<file path="src/rtl/spi_slave_core_if.sv">
`default_nettype none
// ============================================================================
//  Module   : spi_slave_core_if
//  Purpose  : Bundles the SPI pins and the fabric-side valid/ready TX/RX
//             handshakes of spi_slave_core. The slave modport is the core's
//             view. The master modport is the view of the SPI master and the
//             fabric logic around it.
//  Revision : 1.0  initial release
// ============================================================================
interface spi_slave_core_if #(
    parameter int DATA_W = 8
) ();
    logic              sck;
    logic              ssel_n;
    logic              mosi;
    logic              miso;
    logic [DATA_W-1:0] tx_data;
    logic              tx_valid;
    logic              tx_ready;
    logic [DATA_W-1:0] rx_data;
    logic              rx_valid;
    logic              rx_ready;
    logic              rx_overrun;
    logic              tx_underrun;
    logic              busy;

    modport slave (
        input  sck, ssel_n, mosi, tx_data, tx_valid, rx_ready,
        output miso, tx_ready, rx_data, rx_valid, rx_overrun, tx_underrun, busy
    );

    modport master (
        output sck, ssel_n, mosi, tx_data, tx_valid, rx_ready,
        input  miso, tx_ready, rx_data, rx_valid, rx_overrun, tx_underrun, busy
    );
endinterface
`default_nettype wire

</file>
<file path="src/rtl/spi_slave_core.sv">
`default_nettype none
// ============================================================================
//  Module   : spi_slave_core
//  Purpose  : SPI slave with configurable word width, CPOL/CPHA mode and bit
//             order. It has one-entry TX buffering and a valid/ready RX output.
//             It reports RX overrun and TX underrun.
//             SPI_SLAVE_ECHO_EN (optional define): on TX underrun, reload the
//             last received word instead of IDLE_WORD.
//  Revision : 1.0  initial release
// ============================================================================
module spi_slave_core #(
    parameter int                DATA_W      = 8,
    parameter int                CPOL        = 0,
    parameter int                CPHA        = 0,
    parameter int                MSB_FIRST   = 1,
    parameter int                SYNC_STAGES = 2,
    parameter logic [DATA_W-1:0] IDLE_WORD   = '0
) (
    input wire logic        clk,
    input wire logic        rst_n,
    spi_slave_core_if.slave bus
);
    localparam int               CNT_W    = $clog2(DATA_W);
    localparam logic [CNT_W-1:0] LAST_BIT = CNT_W'(DATA_W - 1);
    localparam logic             SCK_IDLE = (CPOL != 0);

    typedef enum logic [0:0] {ST_IDLE = 1'b0, ST_ACTIVE = 1'b1} state_t;
    state_t state, state_next;

    logic [SYNC_STAGES-1:0] sck_sync, ssel_sync, mosi_sync;
    logic                   sck_prev, ssel_prev;
    logic                   sck_s, ssel_s, mosi_s;
    logic                   sck_edge, sample_edge, shift_edge, ssel_fall, ssel_rise;

    logic [CNT_W-1:0]  bitcnt;
    logic [DATA_W-1:0] tx_shift, tx_buf, tx_shifted, fallback_word;
    logic [DATA_W-1:0] rx_shift, rx_shifted, rx_word;
    logic              tx_full, tx_accept, tx_bit, underrun_pulse;
    logic              word_done, rx_full, overrun_pulse;
    logic              do_load, do_shift, do_sample;

    // Bring the SPI pins into the clk domain and keep one extra flop for edge detection.
    // ssel_n resets to the selected level. A slave select that is held low through
    // reset therefore does not look like a fresh falling edge.
    always_ff @(posedge clk) begin
        if (!rst_n) begin
            sck_sync  <= {SYNC_STAGES{SCK_IDLE}};
            ssel_sync <= '0;
            mosi_sync <= '0;
            sck_prev  <= SCK_IDLE;
            ssel_prev <= 1'b0;
        end else begin
            sck_sync  <= {sck_sync[SYNC_STAGES-2:0], bus.sck};
            ssel_sync <= {ssel_sync[SYNC_STAGES-2:0], bus.ssel_n};
            mosi_sync <= {mosi_sync[SYNC_STAGES-2:0], bus.mosi};
            sck_prev  <= sck_s;
            ssel_prev <= ssel_s;
        end
    end

    assign sck_s     = sck_sync[SYNC_STAGES-1];
    assign ssel_s    = ssel_sync[SYNC_STAGES-1];
    assign mosi_s    = mosi_sync[SYNC_STAGES-1];
    assign sck_edge  = sck_s ^ sck_prev;
    assign ssel_fall = ssel_prev & ~ssel_s;
    assign ssel_rise = ~ssel_prev & ssel_s;
    // A leading edge moves sck away from its idle level. A trailing edge returns it.
    assign sample_edge = sck_edge & ((CPHA != 0) ? (sck_s == SCK_IDLE) : (sck_s != SCK_IDLE));
    assign shift_edge  = sck_edge & ~sample_edge;

    // Bit-order dependent taps for the TX and RX shift registers.
    generate
        if (MSB_FIRST != 0) begin : g_msb_first
            assign tx_bit     = tx_shift[DATA_W-1];
            assign tx_shifted = {tx_shift[DATA_W-2:0], 1'b0};
            assign rx_shifted = {rx_shift[DATA_W-2:0], mosi_s};
        end else begin : g_lsb_first
            assign tx_bit     = tx_shift[0];
            assign tx_shifted = {1'b0, tx_shift[DATA_W-1:1]};
            assign rx_shifted = {mosi_s, rx_shift[DATA_W-1:1]};
        end
    endgenerate

`ifdef SPI_SLAVE_ECHO_EN
    assign fallback_word = rx_word;
`else
    assign fallback_word = IDLE_WORD;
`endif

    // FSM state register.
    always_ff @(posedge clk) begin
        if (!rst_n) state <= ST_IDLE;
        else        state <= state_next;
    end

    // Next state and per-cycle datapath strobes. A deselect wins over any sck edge
    // in the same cycle. A shift edge at bitcnt==0 starts a new word, so it loads
    // instead of shifting.
    always_comb begin
        state_next = state;
        do_load    = 1'b0;
        do_shift   = 1'b0;
        do_sample  = 1'b0;
        case (state)
            ST_IDLE: begin
                if (ssel_fall) begin
                    state_next = ST_ACTIVE;
                    do_load    = (CPHA == 0);
                end
            end
            ST_ACTIVE: begin
                if (ssel_rise) begin
                    state_next = ST_IDLE;
                end else begin
                    do_sample = sample_edge;
                    if (shift_edge) begin
                        if (bitcnt == '0) do_load  = 1'b1;
                        else              do_shift = 1'b1;
                    end
                end
            end
            default: state_next = ST_IDLE;
        endcase
    end

    assign tx_accept = bus.tx_valid & ~tx_full;

    // TX holding buffer and shift register. A word accepted in a load cycle with an
    // empty buffer is not bypassed: the fallback word loads and the new word is buffered.
    always_ff @(posedge clk) begin
        if (!rst_n) begin
            tx_shift       <= '0;
            tx_buf         <= '0;
            tx_full        <= 1'b0;
            underrun_pulse <= 1'b0;
        end else begin
            underrun_pulse <= 1'b0;
            if (do_load) begin
                if (tx_full) begin
                    tx_shift <= tx_buf;
                    tx_full  <= 1'b0;
                end else begin
                    tx_shift       <= fallback_word;
                    underrun_pulse <= 1'b1;
                end
            end else if (do_shift) begin
                tx_shift <= tx_shifted;
            end
            if (tx_accept) begin
                tx_buf  <= bus.tx_data;
                tx_full <= 1'b1;
            end
        end
    end

    // RX sampling and bit counter. A deselect drops the partial word.
    always_ff @(posedge clk) begin
        if (!rst_n) begin
            bitcnt    <= '0;
            rx_shift  <= '0;
            word_done <= 1'b0;
        end else begin
            word_done <= 1'b0;
            if (state == ST_ACTIVE && ssel_rise) begin
                bitcnt <= '0;
            end else if (do_sample) begin
                rx_shift <= rx_shifted;
                if (bitcnt == LAST_BIT) begin
                    bitcnt    <= '0;
                    word_done <= 1'b1;
                end else begin
                    bitcnt <= bitcnt + 1'b1;
                end
            end
        end
    end

    // RX output register and handshake. A completion in the same cycle as a handshake
    // replaces the consumed word and is not an overrun.
    always_ff @(posedge clk) begin
        if (!rst_n) begin
            rx_word       <= '0;
            rx_full       <= 1'b0;
            overrun_pulse <= 1'b0;
        end else begin
            overrun_pulse <= 1'b0;
            if (word_done) begin
                rx_word       <= rx_shift;
                rx_full       <= 1'b1;
                overrun_pulse <= rx_full & ~bus.rx_ready;
            end else if (rx_full && bus.rx_ready) begin
                rx_full <= 1'b0;
            end
        end
    end

    assign bus.miso        = (state == ST_ACTIVE) ? tx_bit : 1'b0;
    assign bus.tx_ready    = ~tx_full;
    assign bus.rx_data     = rx_word;
    assign bus.rx_valid    = rx_full;
    assign bus.rx_overrun  = overrun_pulse;
    assign bus.tx_underrun = underrun_pulse;
    assign bus.busy        = (state == ST_ACTIVE);
endmodule
`default_nettype wire

</file>
<file path="src/flat_wrapper.sv">
// flat-port wrapper written by rule: the top's interface ports become plain ports
module spi_slave_core_flat 
#(
    parameter int                DATA_W      = 8,
    parameter int                CPOL        = 0,
    parameter int                CPHA        = 0,
    parameter int                MSB_FIRST   = 1,
    parameter int                SYNC_STAGES = 2,
    parameter logic [DATA_W-1:0] IDLE_WORD   = '0
)
  (clk, rst_n, bus_sck, bus_ssel_n, bus_mosi, bus_tx_data, bus_tx_valid, bus_rx_ready, bus_miso, bus_tx_ready, bus_rx_data, bus_rx_valid, bus_rx_overrun, bus_tx_underrun, bus_busy);
  spi_slave_core_if #(.DATA_W(DATA_W)) bus_i ();
  input wire logic clk;
  input wire logic rst_n;
  input wire logic [$bits(bus_i.sck)-1:0] bus_sck;
  input wire logic [$bits(bus_i.ssel_n)-1:0] bus_ssel_n;
  input wire logic [$bits(bus_i.mosi)-1:0] bus_mosi;
  input wire logic [$bits(bus_i.tx_data)-1:0] bus_tx_data;
  input wire logic [$bits(bus_i.tx_valid)-1:0] bus_tx_valid;
  input wire logic [$bits(bus_i.rx_ready)-1:0] bus_rx_ready;
  output wire logic [$bits(bus_i.miso)-1:0] bus_miso;
  output wire logic [$bits(bus_i.tx_ready)-1:0] bus_tx_ready;
  output wire logic [$bits(bus_i.rx_data)-1:0] bus_rx_data;
  output wire logic [$bits(bus_i.rx_valid)-1:0] bus_rx_valid;
  output wire logic [$bits(bus_i.rx_overrun)-1:0] bus_rx_overrun;
  output wire logic [$bits(bus_i.tx_underrun)-1:0] bus_tx_underrun;
  output wire logic [$bits(bus_i.busy)-1:0] bus_busy;
  assign bus_i.sck = bus_sck;
  assign bus_i.ssel_n = bus_ssel_n;
  assign bus_i.mosi = bus_mosi;
  assign bus_i.tx_data = bus_tx_data;
  assign bus_i.tx_valid = bus_tx_valid;
  assign bus_i.rx_ready = bus_rx_ready;
  assign bus_miso = bus_i.miso;
  assign bus_tx_ready = bus_i.tx_ready;
  assign bus_rx_data = bus_i.rx_data;
  assign bus_rx_valid = bus_i.rx_valid;
  assign bus_rx_overrun = bus_i.rx_overrun;
  assign bus_tx_underrun = bus_i.tx_underrun;
  assign bus_busy = bus_i.busy;
  spi_slave_core #(.DATA_W(DATA_W), .CPOL(CPOL), .CPHA(CPHA), .MSB_FIRST(MSB_FIRST), .SYNC_STAGES(SYNC_STAGES), .IDLE_WORD(IDLE_WORD)) u_core (.clk(clk), .rst_n(rst_n), .bus(bus_i));
endmodule
</file>
<file path="config.mk">
export PLATFORM = sky130hd
export DESIGN_NAME = spi_slave_core_flat
export DESIGN_NICKNAME = d
export VERILOG_FILES = /design/src/rtl/spi_slave_core_if.sv /design/src/rtl/spi_slave_core.sv /design/src/flat_wrapper.sv
export SDC_FILE = /design/constraint.sdc
export NUM_CORES = 1
export LEC_CHECK = 0
export CAP_MARGIN = 20
export CORE_ASPECT_RATIO = 1.75
export CORE_MARGIN = 3
export CORE_UTILIZATION = 30
export DETAILED_ROUTE_END_ITERATION = 8
export HOLD_SLACK_MARGIN = 0.12
export PLACE_DENSITY_LB_ADDON = 0.1
export SKIP_LAST_GASP = 1
export SYNTH_ARGS = -nofsm -noshare
export SYNTH_HDL_FRONTEND = slang
export SYNTH_SLANG_ARGS = --single-unit
</file>
<file path="constraint.sdc">
create_clock -name clk -period 3.35 [get_ports clk]
set_input_delay 0.335 -clock clk [delete_from_list [all_inputs] [get_ports clk]]
set_output_delay 0.335 -clock clk [all_outputs]
set_load 0.02 [all_outputs]
</file>
==> run summary, run 1 <==
1st-pass router iterations: 5
Detail Route Antenna Nets: 0
DR vias/cell: 4.456
GRT Overall Usage: 10.48%
Slew Limit Fails: 0
Boundary Pins: 29
Clk root buf: clkbuf_8
DIE AREA: 0.007558 mm2
Top_reg_cell synth: dfxtp_1
Syn_nets: 219
Crit start category: register
Worst skew pair latency: 0.30 ns
Clock buffer depth: 2
Largest area contributor in the netlist: dfxtp_1
Layout cells sized above 1: 6.550%
CTS tree: yes
# rows: 38
Grt total ovfl: 0
Area Growth Syn to Fin: 21.77%
Final wirelength: 3553 um
Core Area: 0.006276 mm2
Number of global-route vias before repair: 1368
Clock buffers created by TritonCTS: 5
Post-route clock skew: 0.007769 ns
Status: completed
CTS-repair resized insts: 0
Largest net degree at the start of global routing: 20
Cells after Synth: 201
Hold depth: 1
Initial antenna violation count: 0
P_leak: 0.9125 nW
Crit-path max FO: 8
Top-area cell type share of the netlist area: 50.19%
Crit Path Class: register to output port
Netlist cell types: 31
Count leader, synth: dfxtp_1
Die height: 112.8 um
Period utilization: 57.50%
FFs w/ async S/R, synth: 0%
Post-Syn Area: 0.001954 mm2
Global-route wire length before repair: 6175 um
TNS Setup: 0 ns
Avg Synthesized Cell Area: 9.723 um2
Final setup viols: 0
Clk slew on worst S/H paths: 0.09 ns
DP Area: 0.002292 mm2
H-Tree Depth: 2
DR WL/cell: 11.50 um
Slew headroom: 61.13%
Top cells by count, synth: dfxtp_1 (49), nand2_1 (28), nor2b_1 (20)
DR iter-0 viols: 51
Yosys reg bits: 49
Minimum clock period: 1.926 ns
Hold-fix buffers at CTS: 0
WP data arrival: 1.59 ns
RSZ-0062 raised after global routing: no
Area of the multi-input gates: 885.9 um2
Cell Pwr Density: 425.1 mW/mm2
FMAX: 0.5192 GHz
Final instance area: 0.002380 mm2
Register area share after synthesis: 50.19%
Synth top area cells: dfxtp_1 (50%), mux2i_1 (8.7%), nor2b_1 (6.4%), nand2_1 (5.4%), and2_1 (4.8%)
Min-delay worst type: register to register
# diodes: 0
Reg2Reg Depth: 3
DRC violations left: 0
Port Buffers: 28
Starting Density: 31.14%
Via count: 1377
VDD IR max: 212.5 uV
Die width: 67.02 um
HPWL after DPL: 2611 um
Setup bufs post-CTS: 0
Final net count: 246
Reg area: 980.9 um2
Hold Fails Final Rpt: 0
GPL Wtd Cong: 0.6370
Total of max-cap violations: 0
Crit. End Element: output port
Post-synth EDFFs: 0
Worst Path Required: 3.01 ns
Worst-Margin Slew: 0.5812 ns
# fillers: 667
Ys Warns: 0
# clock sinks: 49
==> flip-flops by register name, indices dropped and copies added (netlist names) <==
name                    count
u_core.tx_buf               8
u_core.bus.tx_underrun      1
u_core.mosi_sync            2
u_core.bitcnt               3
u_core.sck_sync             2
u_core.bus.rx_data          8
u_core.bus.rx_valid         1
u_core.tx_full              1
u_core.ssel_prev            1
u_core.sck_prev             1
u_core.bus.rx_overrun       1
u_core.ssel_sync            2
u_core.tx_shift             8
u_core.word_done            1
u_core.bus.busy             1
u_core.rx_shift             8
==> metal layers <==
metal | track usage, % | vias up | wire length [um]
met1 | 10.96 | 626 | 1435
li1 | - | 719 | -
met5 | 0 | - | 0
met4 | 4.472 | 0 | 48
met3 | 2.681 | 4 | 108
met2 | 18.99 | 28 | 1960
==> metrics by stage <==
step / std cells / power, W / hold slack [ns] / setup slack [ns] / util, %
after global placement: 301 / 0.0006870 / 0.4176 / 1.568 / 36.52
after detailed placement: 301 / 0.0006872 / 0.4169 / 1.564 / 36.52
after CTS: 309 / 0.001039 / 0.4404 / 1.391 / 37.92
final: 309 / 0.001012 / 0.4366 / 1.424 / 37.92
after floorplan: 201 / 0.0006573 / 0.4119 / 1.849 / -
after global routing: 309 / 0.001067 / 0.4616 / 1.320 / 37.92
==> layout make-up <==
type	instances	area share, %
Sequential cell	49	41.22
Multi-Input combinational cell	134	37.22
Timing Repair Buffer	30	12.41
Tap cell	80	4.206
Clock buffer	6	3.049
Inverter	8	1.262
Clock inverter	2	0.6309
==> report_power, final <==
group / total (W) / internal [W] / leakage [nW] / switching, W
Clock: 0.000340 / 0.000147 / 0.0374 / 0.000193
Sequential: 0.000606 / 0.000596 / 0.398 / 0.00000938
Combinational: 0.0000654 / 0.0000362 / 0.477 / 0.0000292
==> cell families (layout without fill, tap and decap cells) <==
group,after synthesis,in the layout,synth area share (%)
adder cells (fa/ha/maj),3,3,1.921
buffers and inverters,18,46,4.481
AND/OR/NAND/NOR,77,77,22.73
multiplexers,17,17,8.707
flip-flops,49,49,50.19
AO/OA/AOI/OAI,37,37,11.97
==> cell usage in the layout, fill, tap and decap left out <==
cell type and count:
o21ai_1 5, and2_2 1, or3_1 1, nor2b_1 20
nand2_1 28, o2111a_1 1, ha_1 3, dfxtp_1 49
nor3_1 2, a31oi_1 6, a21boi_1 8, o21ai_0 9
clkbuf_8 5, clkinvlp_4 2, inv_1 8, mux2i_1 17
a21oi_1 4, buf_4 2, a41o_2 1, o21a_1 2
clkbuf_1 1, a31o_1 1, nor3b_2 1, nand4b_2 1
or3b_1 1, and2_1 15, nor4bb_4 1, nand2b_2 1
clkdlybuf4s50_1 28, and3_1 3, nor2_1 2
==> worst max-delay path, cell delays in order (launching register included) <==
cell and delay (ns):
dfxtp_1 0.50, and2_2 0.20, clkdlybuf4s50_1 0.60
==> worst paths after layout <==
kind,start,end,slack (ns)
min reg2reg,u_core.ssel_sync[0],u_core.ssel_sync[1],0.44
max reg2reg,u_core.bus.busy,u_core.bitcnt[1],1.62
max,u_core.bus.busy,bus_miso,1.42
min,u_core.ssel_sync[0],u_core.ssel_sync[1],0.44
(Power assumes the default switching activity.)
==> run 2: changes to the inputs <==
Clock period 3.35 ns to 2 ns, I/O delays scaled along.
==> run summary, run 2 (same netlist as run 1, synthesis figures left out) <==
P_leak: 0.9431 nW
Boundary Pins: 29
Initial antenna violation count: 0
WP data arrival: 1.57 ns
DR iter-0 viols: 39
Post-route clock skew: 0.008123 ns
Crit start category: register
Most frequent cells in the layout: dfxtp_1 (49), nand2_1 (28), clkdlybuf4s50_1 (28)
Die height: 112.8 um
CTS-repair resized insts: 0
Combinational power share: 6.1%
FMAX: 0.5636 GHz
DIE AREA: 0.007558 mm2
Min-delay worst type: register to register
DR vias/cell: 4.545
Starting Density: 31.14%
Grt total ovfl: 0
Status: completed
GRT Overall Usage: 11.36%
H-Tree Depth: 2
Switch share: 22.04%
Global-route wire length before repair: 6727 um
Hold-fix buffers at CTS: 0
Clock buffer depth: 2
Net Sw Power: 0.0004063 W
Port Buffers: 28
HPWL after DPL: 2763 um
# clock sinks: 49
Period utilization: 88.72%
Most common cell after layout, fill and taps aside: dfxtp_1
Via count: 1418
Core Area: 0.006276 mm2
Die width: 67.02 um
Largest net degree at the start of global routing: 17
Worst Path Required: 1.80 ns
Critical path's top delay family: buffers and inverters
Critical path's slowest cell: clkdlybuf4s50_1
Crit-path max cell delay: 0.59 ns
VDD IR max: 355.6 uV
RSZ-0062 raised after global routing: no
Crit-path cells: and2_2 -> clkdlybuf4s50_1
Minimum clock period: 1.774 ns
Worst-Margin Slew: 0.5709 ns
Detail Route Antenna Nets: 0
Number of global-route vias before repair: 1442
Area Growth Syn to Fin: 24.33%
GPL Wtd Cong: 0.6436
Hold Fails Final Rpt: 0
Final net count: 249
Worst skew pair latency: 0.30 ns
DRC violations left: 0
Final wirelength: 3684 um
1st-pass router iterations: 4
Final setup viols: 0
Hold Slack: 0.4307 ns
Cell Pwr Density: 758.6 mW/mm2
Clock Power Share: 38.8%
# diodes: 0
Total of max-cap violations: 0
Flop pwr share: 55.1%
Clock buffers created by TritonCTS: 5
Setup bufs post-CTS: 0
Crit Path Class: register to output port
Crit. End Element: output port
TNS Setup: 0 ns
Layout cells sized above 1: 8.190%
Slew headroom: 61.89%
Crit path buf inv count: 1
Slew Limit Fails: 0
DR WL/cell: 11.81 um
Cell Int Power: 0.001437 W
# rows: 38
Clk root buf: clkbuf_8
CTS tree: yes
Clk slew on worst S/H paths: 0.10 ns
Crit-path max FO: 8
-- run 2: changes by cell type in the layout (fill, tap and decap cells not counted) --
cell,change
clkinvlp_4,-1
bufinv_16,+1
buf_4,+3
clkinv_4,+1
clkbuf_1,-1
-- run 2: area by class of cell --
type                       instances  area, um2
inverter                           8      30.03
clock buffer                       5      68.82
fill                             693       3846
tap                               80      100.1
sequential                        49      980.9
clock inverter                     3      46.29
timing repair buffer              33      317.8
multi-input combinational        134      885.9
-- run 2: path summary, 6_finish.rpt --
kind | depth (start not counted) | from | slack (ns) | endpoint
hold / removal | 1 | u_core.mosi_sync[0] | 0.43 | u_core.mosi_sync[1]
setup reg to reg | 6 | u_core.bitcnt[0] | 0.39 | u_core.tx_shift[0]
hold reg to reg | 1 | u_core.mosi_sync[0] | 0.43 | u_core.mosi_sync[1]
setup / recovery | 2 | u_core.bus.busy | 0.23 | bus_miso
-- run 2: metal layers --
| layer | global-route usage, % | up-vias | part of all wire [%] |
|---|---|---|---|
| met5 | 0 | - | 0 |
| met4 | 4.472 | 0 | 1.7 |
| met3 | 2.681 | 6 | 3.0 |
| met2 | 20.24 | 25 | 53 |
| met1 | 12.54 | 658 | 42 |
| li1 | - | 729 | - |
-- run 2: power groups by stage --
stage / logic [W] / registers (W) / clock network [W]
final: 0.000113 / 0.00102 / 0.000715
after global routing: 0.000129 / 0.00102 / 0.000796
after CTS: 0.000116 / 0.00102 / 0.000754
after detailed placement: 0.000116 / 0.00104 / 0
after global placement: 0.000116 / 0.00104 / 0
after floorplan: 0.0000667 / 0.00103 / 0
-- run 2: stage by stage --
step	instance area, um2	instances	util [%]	power, W	worst slack [ns]
6_report	2430	312	38.72	0.001843	0.2256
5_1_grt	2430	312	38.72	0.001946	0.1429
4_1_cts	2430	312	38.72	0.001887	0.1884
3_5_place_dp	2315	304	36.88	0.001155	0.3753
3_3_place_gp	2315	304	36.88	0.001155	0.4010
2_1_floorplan	1954	201	-	0.001101	0.4988
